### src/rtl/rv_decode_stage.sv
// RV32I/RV64I decode stage: combinational field/immediate/legality decode feeding a
// registered 2-entry FIFO output buffer with flush and handshake statistics.
module rv_decode_stage #(
  parameter int XLEN          = 32,
  parameter int PC_WIDTH      = 32,
  parameter bit STRICT_DECODE = 1'b1
) (
  input  logic                clk,
  input  logic                rst_n,
  input  logic                flush,
  input  logic                in_valid,
  output logic                in_ready,
  input  logic [31:0]         in_inst,
  input  logic [PC_WIDTH-1:0] in_pc,
  output logic                out_valid,
  input  logic                out_ready,
  output logic [31:0]         out_inst,
  output logic [PC_WIDTH-1:0] out_pc,
  output logic [6:0]          out_opcode,
  output logic [4:0]          out_rd,
  output logic [4:0]          out_rs1,
  output logic [4:0]          out_rs2,
  output logic [2:0]          out_funct3,
  output logic [6:0]          out_funct7,
  output logic [11:0]         out_funct12,
  output logic [XLEN-1:0]     out_imm,
  output logic                out_decode_error,
  output logic [31:0]         stat_decoded,
  output logic [15:0]         stat_errors
);

  if (XLEN != 32 && XLEN != 64) begin : g_bad_xlen
    $error("rv_decode_stage: XLEN must be 32 or 64");
  end

  localparam bit RV64 = (XLEN == 64);

  localparam logic [6:0] OPC_OP      = 7'h33;
  localparam logic [6:0] OPC_OP_IMM  = 7'h13;
  localparam logic [6:0] OPC_LOAD    = 7'h03;
  localparam logic [6:0] OPC_STORE   = 7'h23;
  localparam logic [6:0] OPC_LUI     = 7'h37;
  localparam logic [6:0] OPC_AUIPC   = 7'h17;
  localparam logic [6:0] OPC_JAL     = 7'h6F;
  localparam logic [6:0] OPC_JALR    = 7'h67;
  localparam logic [6:0] OPC_BRANCH  = 7'h63;
  localparam logic [6:0] OPC_SYSTEM  = 7'h73;
  localparam logic [6:0] OPC_FENCE   = 7'h0F;
  localparam logic [6:0] OPC_IMM_32  = 7'h1B;
  localparam logic [6:0] OPC_OP_32   = 7'h3B;

  typedef struct packed {
    logic [31:0]         inst;
    logic [PC_WIDTH-1:0] pc;
    logic [XLEN-1:0]     imm;
    logic                err;
  } entry_t;

  logic [6:0]  opcode;
  logic [2:0]  funct3;
  logic [6:0]  funct7;
  logic [11:0] funct12;
  logic [31:0] imm32;
  logic [XLEN-1:0] imm_ext;
  logic        op_known;
  logic        strict_bad;
  logic        decode_error;

  assign opcode  = in_inst[6:0];
  assign funct3  = in_inst[14:12];
  assign funct7  = in_inst[31:25];
  assign funct12 = in_inst[31:20];

  always_comb begin
    imm32 = {{20{in_inst[31]}}, in_inst[31:20]};
    case (opcode)
      OPC_STORE:          imm32 = {{20{in_inst[31]}}, in_inst[31:25], in_inst[11:7]};
      OPC_LUI, OPC_AUIPC: imm32 = {in_inst[31:12], 12'b0};
      OPC_JAL:            imm32 = {{12{in_inst[31]}}, in_inst[19:12], in_inst[20], in_inst[30:21], 1'b0};
      OPC_BRANCH:         imm32 = {{20{in_inst[31]}}, in_inst[7], in_inst[30:25], in_inst[11:8], 1'b0};
      default:            ;
    endcase
    // Every format is a signed 32-bit value first, then widened to XLEN.
    imm_ext = {XLEN{imm32[31]}};
    imm_ext[31:0] = imm32;
  end

  always_comb begin
    op_known   = 1'b0;
    strict_bad = 1'b0;
    case (opcode)
      OPC_OP, OPC_OP_32: begin
        op_known   = (opcode == OPC_OP) || RV64;
        strict_bad = !(funct7 == 7'h00 ||
                       (funct7 == 7'h20 && (funct3 == 3'd0 || funct3 == 3'd5)));
      end
      OPC_OP_IMM: begin
        op_known = 1'b1;
        if (funct3 == 3'd1)
          strict_bad = RV64 ? (in_inst[31:26] != 6'h00) : (funct7 != 7'h00);
        else if (funct3 == 3'd5)
          strict_bad = RV64 ? !(in_inst[31:26] == 6'h00 || in_inst[31:26] == 6'h10)
                            : !(funct7 == 7'h00 || funct7 == 7'h20);
      end
      OPC_IMM_32: begin
        op_known = RV64;
        if (funct3 == 3'd1)
          strict_bad = (funct7 != 7'h00);
        else if (funct3 == 3'd5)
          strict_bad = !(funct7 == 7'h00 || funct7 == 7'h20);
      end
      OPC_LOAD: begin
        op_known   = 1'b1;
        strict_bad = (funct3 == 3'd7) || (!RV64 && (funct3 == 3'd3 || funct3 == 3'd6));
      end
      OPC_STORE: begin
        op_known   = 1'b1;
        strict_bad = (funct3 > 3'd3) || (funct3 == 3'd3 && !RV64);
      end
      OPC_JALR: begin
        op_known   = 1'b1;
        strict_bad = (funct3 != 3'd0);
      end
      OPC_BRANCH: begin
        op_known   = 1'b1;
        strict_bad = (funct3 == 3'd2) || (funct3 == 3'd3);
      end
      OPC_SYSTEM: begin
        op_known   = 1'b1;
        strict_bad = (funct3 == 3'd4) ||
                     (funct3 == 3'd0 &&
                      (!(funct12 inside {12'h000, 12'h001, 12'h302, 12'h105}) ||
                       in_inst[11:7] != 5'd0 || in_inst[19:15] != 5'd0));
      end
      OPC_LUI, OPC_AUIPC, OPC_JAL, OPC_FENCE: op_known = 1'b1;
      default: ;
    endcase
    // The opcode table already requires inst[1:0] == 2'b11.
    decode_error = !op_known || (STRICT_DECODE && strict_bad);
  end

  entry_t      head_reg, tail_reg, new_entry;
  logic [1:0]  occ_reg, occ_next;
  logic        in_ready_reg, out_valid_reg;
  logic [31:0] stat_decoded_reg;
  logic [15:0] stat_errors_reg;
  logic        push, pop;

  assign new_entry = '{inst: in_inst, pc: in_pc, imm: imm_ext, err: decode_error};

  // Flush suppresses both handshakes so nothing is enqueued or counted that cycle.
  assign push = in_valid && in_ready_reg && !flush;
  assign pop  = out_valid_reg && out_ready && !flush;

  always_comb begin
    occ_next = occ_reg;
    if (push && !pop)
      occ_next = occ_reg + 2'd1;
    else if (pop && !push)
      occ_next = occ_reg - 2'd1;
  end

  always_ff @(posedge clk or negedge rst_n) begin
    if (!rst_n) begin
      head_reg         <= '0;
      tail_reg         <= '0;
      occ_reg          <= 2'd0;
      in_ready_reg     <= 1'b0;
      out_valid_reg    <= 1'b0;
      stat_decoded_reg <= 32'd0;
      stat_errors_reg  <= 16'd0;
    end else if (flush) begin
      occ_reg       <= 2'd0;
      in_ready_reg  <= 1'b1;
      out_valid_reg <= 1'b0;
    end else begin
      occ_reg       <= occ_next;
      in_ready_reg  <= (occ_next != 2'd2);
      out_valid_reg <= (occ_next != 2'd0);
      if (pop) begin
        if (occ_reg == 2'd2) begin
          head_reg <= tail_reg;
          if (push)
            tail_reg <= new_entry;
        end else if (push) begin
          head_reg <= new_entry;
        end
      end else if (push) begin
        if (occ_reg == 2'd0)
          head_reg <= new_entry;
        else
          tail_reg <= new_entry;
      end
      if (pop) begin
        stat_decoded_reg <= stat_decoded_reg + 32'd1;
        if (head_reg.err && stat_errors_reg != 16'hFFFF)
          stat_errors_reg <= stat_errors_reg + 16'd1;
      end
    end
  end

  assign in_ready         = in_ready_reg;
  assign out_valid        = out_valid_reg;
  assign out_inst         = head_reg.inst;
  assign out_pc           = head_reg.pc;
  assign out_opcode       = head_reg.inst[6:0];
  assign out_rd           = head_reg.inst[11:7];
  assign out_rs1          = head_reg.inst[19:15];
  assign out_rs2          = head_reg.inst[24:20];
  assign out_funct3       = head_reg.inst[14:12];
  assign out_funct7       = head_reg.inst[31:25];
  assign out_funct12      = head_reg.inst[31:20];
  assign out_imm          = head_reg.imm;
  assign out_decode_error = head_reg.err;
  assign stat_decoded     = stat_decoded_reg;
  assign stat_errors      = stat_errors_reg;

endmodule
### config.mk
export PLATFORM = sky130hd
export DESIGN_NAME = rv_decode_stage
export DESIGN_NICKNAME = d
export VERILOG_FILES = /design/src/rtl/rv_decode_stage.sv
export SDC_FILE = /design/constraint.sdc
export NUM_CORES = 1
export LEC_CHECK = 0
export CAP_MARGIN = 5
export CORE_MARGIN = 2
export CORE_UTILIZATION = 46
export CTS_BUF_LIST = sky130_fd_sc_hd__clkbuf_16
export CTS_CLUSTER_DIAMETER = 120
export DETAILED_ROUTE_END_ITERATION = 8
export PLACE_DENSITY = 0.77
export SYNTH_ARGS = -nofsm -noshare
export SYNTH_HDL_FRONTEND = slang
export SYNTH_SLANG_ARGS = --single-unit
### constraint.sdc
create_clock -name clk -period 2.1 [get_ports clk]
set_input_delay 0.42 -clock clk [delete_from_list [all_inputs] [get_ports clk]]
set_output_delay 0.42 -clock clk [all_outputs]
set_load 0.03 [all_outputs]
==> results.txt, run 1 <==
- The flow ran to the end, but the final reports show violations.
- The checks that failed: setup timing.
* Synthesis warning total: 0
- The worst setup path is launched from a flop.
- Number of rows created at floorplan: 57
- Clock skew on the completed layout was measured at 12.5 ps.
- Effective utilization at floorplan: 46.6%
- Synthesis handed over a netlist of 1,127 instances.
- Adder-Cell Fraction of Synth Area: 0.620%
* Number of global-route vias before repair: 9,532
* Wire length of the first global-routing pass: 49,300 um
- The kind of cell with the highest combined delay along the critical path is compound AO/OA/AOI/OAI gates.
* Final Hold Fails: 0
- The register with the most flip-flops in the layout has 96 of them.
* Port Buffer Count: 259
* Final global-route overflow total: 0
- Across the run, the number of max-cap violations was 0.
* Clock slew at reported path FFs: 60 ps
- Number of instances in the placed design: 1,701
- Number of non-filler instances in the completed layout: 1,771
* Pleak: 0.00751 uW
- Synthesized-area fraction occupied by ao, oa, aoi and oai cells: 11.8%
- Root buffer selected by CTS: sky130_fd_sc_hd__clkbuf_16
* Final #Nets: 1,499
- List of cells traversed by the critical path: inv_2 > ha_2 > nand3b_1 > a211o_1 > a21oi_4 > buf_12 > buf_12 > mux2_2
- For this block, the initial DRC count from the detailed router was 679.
- The detail route stage leaves a number of antenna-violating nets equal to 0.
- The number of antenna violations at the first check in global routing was 1.
* Setup TNS after final layout: -723 ps
* Parity-gate share of the synthesized area counting xor and xnor cells: 3.87%
- Die ar.: 0.0258 mm^2
- Of all nets on the critical path, the largest fanout is 10.
- On the critical path, the stage with the largest delay is an instance of sky130_fd_sc_hd__dfrtp_1.
* Total number of vias: 9,738
- STA classifies the critical path endpoint as a flop.
- Once detailed placement completed, the half-perimeter wirelength came to 21,500 um.
- For this run, asynchronously set or reset flops after synthesis account for 100%.
* Cts bufs inserted: 27
- Number of sinks handled by clock tree synthesis: 244
- Compared with the post-synthesis result, the final layout area differs by 43.8%.
* Delay of the slowest cell on the worst path: 370 ps
- Maximum clock frequency: 0.468 GHz
* Sequential area share after synthesis: 54.0%
- For the worst-skew pair, the clock arrives at the later sink with an insertion delay of 530 ps.
* Final min period: 2140 ps
- Core outline area: 0.0242 mm^2
- Of all cell types, the one taking the most synthesized area is sky130_fd_sc_hd__dfrtp_1.
- Routed Wire Length: 32,800 um
- Maximum buffer depth of the clock tree: 3
* Number of inserted filler cells in the final layout: 1,830
- The design draws 23,100 uW.
* Post-synthesis share of cell area spent on and, or, nand and nor gates: 16.3%
- Synth unique cells: 66
* Worst setup margin: -37.6 ps
- The worst-case IR drop observed on VDD is 0.883 mV.
- Die extent in x: 161 um
- The most used flip-flop cell after synthesis is sky130_fd_sc_hd__dfrtp_1.
- 260 I/O pins were placed.
* Post-synth top area share: 54.0%
- Number of H-tree levels: 1
- Setup repair after global routing could not meet its margin everywhere.
- Buffers and inverters on the worst path: 3
- Max-slew headroom at the worst pin: 49.2%
* Gpl congestion: 0.866
* Mux cell area share after synthesis: 6.56%
- Synthesis inferred 244 register bits.
- Count of flip-flops with a built-in enable after synthesis: 0
- Leading post-synthesis cells by cell area: sky130_fd_sc_hd__dfrtp_1, sky130_fd_sc_hd__mux2_2, sky130_fd_sc_hd__nand2_1
* Setup Crit Path Kind: flop to flop
- Clock tree from TritonCTS: built
- The die is 161 um tall.
- In the routed design, unresolved DRC markers number 0.
* Worst slew pin tran: 761 ps
- In the final layout, the share of cells above drive strength 1 is 19.6%.
* Data arrival time of the critical path: 2550 ps
* Hold crit path type: input pin to async pin
- Number of pins with negative max-slew slack in the final report: 0
- Final period util: 102%
* Number of nets produced by synthesis: 1,200
- For the worst setup path, the data required time is 2510 ps.
* Average cell area after synthesis: 10.0 um^2
- Area of the mapped netlist: 0.0113 mm^2
- Global routing used 23.4% of the available tracks.
- In this design, the critical path's most frequently occurring cell is sky130_fd_sc_hd__buf_12.
- Average vias per placed instance: 5.50
- Combinational family with the most area after synthesis: simple AND/OR/NAND/NOR gates
- Total power density per cell area: 1420 mW/mm^2
- Per-cell routed wire length: 18.5 um
- Maximum number of pins on one net before global-route repair: 55
* Final setup fails: 32
- The first detailed-routing pass ran for 5 iterations.
==> power by group <==
group / switching, uW / leakage [uW] / internal (uW)
logic: 5740 / 0.00412 / 4870
clock network: 1890 / 0.000429 / 2580
registers: 1370 / 0.00296 / 6670
total: 9000 / 0.00751 / 14100
==> worst paths after layout <==
kind	start	end	slack (ps)	depth (start not counted)
max in group asynchronous	rst_n	out_pc[11]$_DFFE_PN0P_	1010	3
worst min register to register	stat_decoded[31]$_DFFE_PN0P_	stat_decoded[31]$_DFFE_PN0P_	480	1
min in group clk	in_pc[21]	out_pc[21]$_DFFE_PN0P_	470	3
worst max register to register	occ_reg[0]$_DFF_PN0_	tail_reg[92]$_DFFE_PN0P_	-40	8
worst max-delay path	occ_reg[0]$_DFF_PN0_	tail_reg[92]$_DFFE_PN0P_	-40	8
worst min-delay path	rst_n	out_inst[25]$_DFFE_PN0P_	430	2
==> layer usage <==
layer,global-route usage [%],wire length [um]
met1,31.3,14100
met2,39.5,15700
met3,3.15,1870
met4,8.12,1060
met5,0,0
==> cell usage after synthesis (2+ instances only) <==
library cell,n
sky130_fd_sc_hd__a211oi_1,27
sky130_fd_sc_hd__a21o_1,4
sky130_fd_sc_hd__a21oi_1,57
sky130_fd_sc_hd__a22oi_1,4
sky130_fd_sc_hd__a311oi_1,6
sky130_fd_sc_hd__a31oi_1,66
sky130_fd_sc_hd__and2_0,5
sky130_fd_sc_hd__and2_1,6
sky130_fd_sc_hd__and3_1,5
sky130_fd_sc_hd__and3b_1,3
sky130_fd_sc_hd__and4_1,2
sky130_fd_sc_hd__and4b_2,2
sky130_fd_sc_hd__buf_1,4
sky130_fd_sc_hd__buf_2,16
sky130_fd_sc_hd__buf_4,53
sky130_fd_sc_hd__buf_6,2
sky130_fd_sc_hd__clkbuf_1,49
sky130_fd_sc_hd__dfrtp_1,244
sky130_fd_sc_hd__ha_1,4
sky130_fd_sc_hd__inv_1,18
sky130_fd_sc_hd__maj3_1,2
sky130_fd_sc_hd__mux2_2,65
sky130_fd_sc_hd__nand2_1,178
sky130_fd_sc_hd__nand2b_1,2
sky130_fd_sc_hd__nand3_1,18
sky130_fd_sc_hd__nand3b_1,2
sky130_fd_sc_hd__nand4_1,17
sky130_fd_sc_hd__nor2_1,124
sky130_fd_sc_hd__nor2b_1,3
sky130_fd_sc_hd__nor3_1,2
sky130_fd_sc_hd__nor3b_1,5
sky130_fd_sc_hd__nor4_1,5
sky130_fd_sc_hd__nor4_2,2
sky130_fd_sc_hd__o21ai_0,26
sky130_fd_sc_hd__o21ai_1,2
sky130_fd_sc_hd__o22ai_1,3
sky130_fd_sc_hd__o31ai_1,11
sky130_fd_sc_hd__or3_1,4
sky130_fd_sc_hd__or3b_1,2
sky130_fd_sc_hd__or4_1,3
sky130_fd_sc_hd__xnor2_1,32
sky130_fd_sc_hd__xor2_1,18
==> kinds of logic after synthesis <==
| logic type | count (synthesis) |
|---|---|
| and+or+nand+nor | 404 |
| DFF | 244 |
| AOI/OAI and AO/OA | 214 |
| buffers and inverters | 143 |
| muxes | 66 |
| xor gates and xnor gates | 50 |
| adders and majority gates | 6 |
==> cells in the final DEF, fill, tap and decap left out, drive strengths merged, types with 4 or more instances in the layout <==
cell type      instances
dfrtp                244
buf                  126
inv                   24
dlygate4sd2           22
clkbuf                37
xor2                  18
o31ai                 11
and3                   6
nor3b                  5
and2                  12
nand4                 18
a211oi                27
o21ai                 28
a311oi                 6
ha                     4
xnor2                 32
nand3                 18
nor2                 125
clkinv                14
a21oi                 58
a31oi                 66
clkdlybuf4s50        205
nor4                   7
or3                    4
a22oi                  4
nand2                178
dlymetal6s2s          31
or4                    4
mux2                  65
a21o                   4
==> per-stage QoR <==
stage               area (um^2)  util [%]  hold WS (ps)  setup slack, ps
global placement          14700      60.7           362             -396
floorplan                 11300         -           124             42.7
finish                    16300      67.0           426            -37.6
global route              16300      67.0           442            -98.4
detailed placement        14700      60.7           371             -457
CTS                       15500      64.1           418            -47.4
==> layout make-up <==
| type | instances | area [um^2] | share of cell area (%) |
|---|---|---|---|
| Sequential cell | 244 | 6110 | 37.6 |
| Multi-Input combinational cell | 740 | 4670 | 28.8 |
| Clock buffer | 27 | 676 | 4.16 |
| Tap cell | 324 | 405 | 2.49 |
| Timing Repair Buffer | 395 | 4170 | 25.6 |
| Antenna cell | 1 | 2.50 | 0.0154 |
| Inverter | 18 | 67.6 | 0.416 |
| Clock inverter | 22 | 155 | 0.954 |
==> what timing repair did <==
action / CTS / global route
setup endpoints to repair: 93 / 144
buffers inserted: 0 / 7
hold buffers: 1 / 0
hold endpoints to repair: 42 / 0
pin swaps: 0 / 9
cloned: 0 / 12
resized for setup: 24 / 105
No activity file was read; power rests on OpenSTA's default activity.
==> inputs of run 2 (changes only) <==
- CAP_MARGIN: 5 -> unset
==> results of run 2 <==
Final layout, timing and power as in run 1 (identical DEF).
==> inputs of run 3 (changes only) <==
--- a/config.mk
+++ b/config.mk
@@ -12,5 +12,7 @@
 export DETAILED_ROUTE_END_ITERATION = 8
 export PLACE_DENSITY = 0.77
+export RECOVER_POWER = 25
 export SYNTH_ARGS = -nofsm -noshare
 export SYNTH_HDL_FRONTEND = slang
 export SYNTH_SLANG_ARGS = --single-unit
+export TNS_END_PERCENT = 5
==> constraint.sdc (replaced) <==
create_clock -name clk -period 2.1 [get_ports clk]
set_input_delay 0.42 -clock clk [delete_from_list [all_inputs] [get_ports clk]]
set_output_delay 0.42 -clock clk [all_outputs]
set_load 0.005 [all_outputs]
==> results.txt, run 3 (same netlist as run 1, synthesis figures left out) <==
- Per-cell routed wire length: 18.0 um (was 18.5 um)
- Length of routed met3 wiring: 1820 um (was 1870 um)
* Result of the run: finished, violations left (unchanged)
* Die extent in x: 161 um (unchanged)
* Total length of routed met2 wires: 15,300 um (was 15,700 um)
- Final setup fails: 37 (was 32)
* Internal power summed over all cells: 14,600 uW (was 14,100 uW)
* Maximum ir drop on the vdd rail: 0.803 mV (was 0.883 mV)
* Maximum buffer depth of the clock tree: 3 (unchanged)
- The global-route wire length before repair is 50,400 um (was 49,300 um).
* Net switching power of the design: 6200 uW (was 9000 uW)
- DR pass1 iterations: 5 (unchanged)
* Number of instances in the placed design: 1,719 (was 1,701)
- Final worst clock skew: 9.07 ps (was 12.5 ps)
* Number of nets still failing antenna checks after routing: 0 (unchanged)
- The ratio of cells with drive above 1 in the final layout is 18.5% (was 19.6%).
- The final cycle utilization of the critical path was 102% (about the same).
- The wire length on met1 is 14,000 um (was 14,100 um).
- Number of global-route vias before repair: 9,680 (was 9,532)
* Data arrival time of the critical path: 2560 ps (was 2550 ps)
- The number of antenna violations at the first check in global routing is 0 (was 1).
- Violated checks: capacitance limit, slew limit, setup timing (was setup timing).
- The global routing usage summed across all routing layers came to 24.0% (was 23.4%).
- The worst path setup slack after routing is -41.3 ps (was -37.6 ps).
- The nature of the critical path endpoint is a flop (unchanged).
- ANT cells: 0 (was 1)
- The total placed instance area is 0.0148 mm^2 (was 0.0147 mm^2).
- The relative max-transition margin was -0.0188% (was 49.2%).
* Final Hold Fails: 0 (unchanged)
- Maximum number of pins on one net before global-route repair: 63 (was 55)
- The residual DRC count came to 0 (unchanged).
- Cts bufs inserted: 27 (unchanged)
* Setup Crit Path Kind: flop to flop (unchanged)
- The half-perimeter wire length after placement is 21,800 um (was 21,500 um).
- Sequential Power Share: 38.8% (was 34.8%)
* Final min period: 2140 ps (about the same)
- Number of pins with negative max-slew slack in the final report: 4 (was 0)
- The total core area is 0.0242 mm^2 (unchanged).
- Routed Wire Length: 32,100 um (was 32,800 um)
* Clock latency at the later pin of the worst-skew pair: 520 ps (was 530 ps)
* Critical Path Fanout Max: 8 (was 10)
- Worst slew pin tran: 1500 ps (was 761 ps)
* Final global-route overflow total: 0 (unchanged)
- The power density over the cells is 1290 mW/mm^2 (was 1420 mW/mm^2).
* RSZ-0062 raised after global routing: true (unchanged)
* Number of rows created at floorplan: 57 (unchanged)
* Effective utilization at floorplan: 46.6% (unchanged)
- The uppermost signal routing layer after detailed routing is met4 (unchanged).
- Clock network fraction of total power: 23.8% (was 19.3%)
- The layout-stage area growth over the synthesis result is 42.3% (was 43.8%).
- The total non-filler cell area in the finished layout is 0.0161 mm^2 (was 0.0163 mm^2).
* Switching power as a share of total power: 29.9% (was 39.0%)
* Violation count after the first detailed-routing iteration: 723 (was 679)
* Pleak: 0.00704 uW (was 0.00751 uW)
- The kind of start point of the critical path is a flop (unchanged).
- The number of flip-flops in the largest register came to 96 (unchanged).
- Clock slew at reported path FFs: 60 ps (about the same)
- The root buffer cell was sky130_fd_sc_hd__clkbuf_16 (unchanged).
- The share of total power in combinational logic was 37.4% (was 45.9%).
- The number of vias in the routed layout came to 9,640 (was 9,738).
- The most common library cell in the layout ignoring fill and taps was sky130_fd_sc_hd__clkdlybuf4s50_1 (was sky130_fd_sc_hd__dfrtp_1).
- The clock net sink count came to 244 (unchanged).
- Max-cap violation count: 1 (was 0)
- The H-tree depth came to 1 (unchanged).
* Average vias per placed instance: 5.42 (was 5.50)
- The TritonCTS clock tree is built (unchanged).
* Die ar.: 0.0258 mm^2 (unchanged)
* Most used cells in the layout excluding fill and tap cells: sky130_fd_sc_hd__clkdlybuf4s50_1, sky130_fd_sc_hd__dfrtp_1, sky130_fd_sc_hd__nand2_1 (was sky130_fd_sc_hd__dfrtp_1, sky130_fd_sc_hd__clkdlybuf4s50_1, sky130_fd_sc_hd__nand2_1)
- Maximum clock frequency: 0.467 GHz (was 0.468 GHz)
- The data required time of the worst path is 2510 ps (about the same).
- The post-route non-filler standard cell count was 1,777 (was 1,771).
* Gpl congestion: 0.855 (was 0.866)
* Hold crit path type: input pin to flop (was input pin to async pin)
- Final #Nets: 1,506 (was 1,499)
- The die height came to 161 um (unchanged).
- Count of boundary I/O pins: 260 (unchanged)
- Port Buffer Count: 259 (unchanged)
[run 3: per-layer routing]
metal,track usage (%),vias up
li1,-,4462
met4,8.16,0
met1,32.5,4791
met3,3.59,59
met2,39.8,328
met5,0,-
[run 3: metrics by stage]
step / total power [uW] / hold WS (ps) / utilization (%) / setup TNS (ps) / worst slack (ps)
6_report: 20800 / 481 / 66.3 / -737 / -41.3
5_1_grt: 21900 / 469 / 66.3 / -5920 / -109
4_1_cts: 20400 / 451 / 65.2 / -104 / -17.8
3_5_place_dp: 15300 / 408 / 61.1 / -55170 / -453
3_3_place_gp: 15000 / 409 / 61.1 / -51950 / -369
2_1_floorplan: 11300 / 124 / - / 0 / 84.1
[run 3: final cells by class]
class	count	area [um^2]
clock inverters	22	245
fillers	1860	8160
well taps	324	405
clock buffers	27	676
inverters	18	67.6
multi-input cells	740	4620
flip-flops and latches	244	6110
repair buffers	402	3970
[run 3: path summary, 6_finish.rpt]
path / startpoint / to / slack (ps) / cells past startpoint
min in group asynchronous: rst_n / stat_decoded[8]$_DFFE_PN0P_ / 830 / 2
max reg2reg: occ_reg[0]$_DFF_PN0_ / tail_reg[59]$_DFFE_PN0P_ / -40 / 8
max in group asynchronous: rst_n / tail_reg[33]$_DFFE_PN0P_ / 220 / 3
max: occ_reg[0]$_DFF_PN0_ / tail_reg[59]$_DFFE_PN0P_ / -40 / 8
min reg2reg: tail_reg[16]$_DFFE_PN0P_ / out_imm[15]$_DFFE_PN0P_ / 480 / 2
min: in_pc[18] / out_pc[18]$_DFFE_PN0P_ / 480 / 3
[run 3: critical path: stages (launching register included)]
cell and delay [ps]:
sky130_fd_sc_hd__dfrtp_1 370, sky130_fd_sc_hd__inv_2 50, sky130_fd_sc_hd__ha_2 170, sky130_fd_sc_hd__nand3b_1 160, sky130_fd_sc_hd__a211o_1 340, sky130_fd_sc_hd__a21oi_4 240, sky130_fd_sc_hd__buf_12 200, sky130_fd_sc_hd__clkbuf_16 170
sky130_fd_sc_hd__mux2_2 320
[run 3: repair_timing]
item | in CTS | in global routing
hold buffers | 1 | 0
endpoints found under the hold margin | 52 | 0
resized for setup | 3 | 54
endpoints found under the setup margin | 81 | 132
setup buffers | 1 | 1
pin swaps | 2 | 2
gates cloned | 1 | 5
[run 3: power groups by stage]
| stage | clock network [uW] | logic (uW) | registers [uW] |
|---|---|---|---|
| final | 4930 | 7770 | 8060 |
| after global routing | 5210 | 8410 | 8260 |
| after CTS | 5020 | 7380 | 8010 |
| after detailed placement | 0 | 7260 | 8050 |
| after global placement | 0 | 7040 | 7970 |
| after floorplan | 0 | 3570 | 7770 |
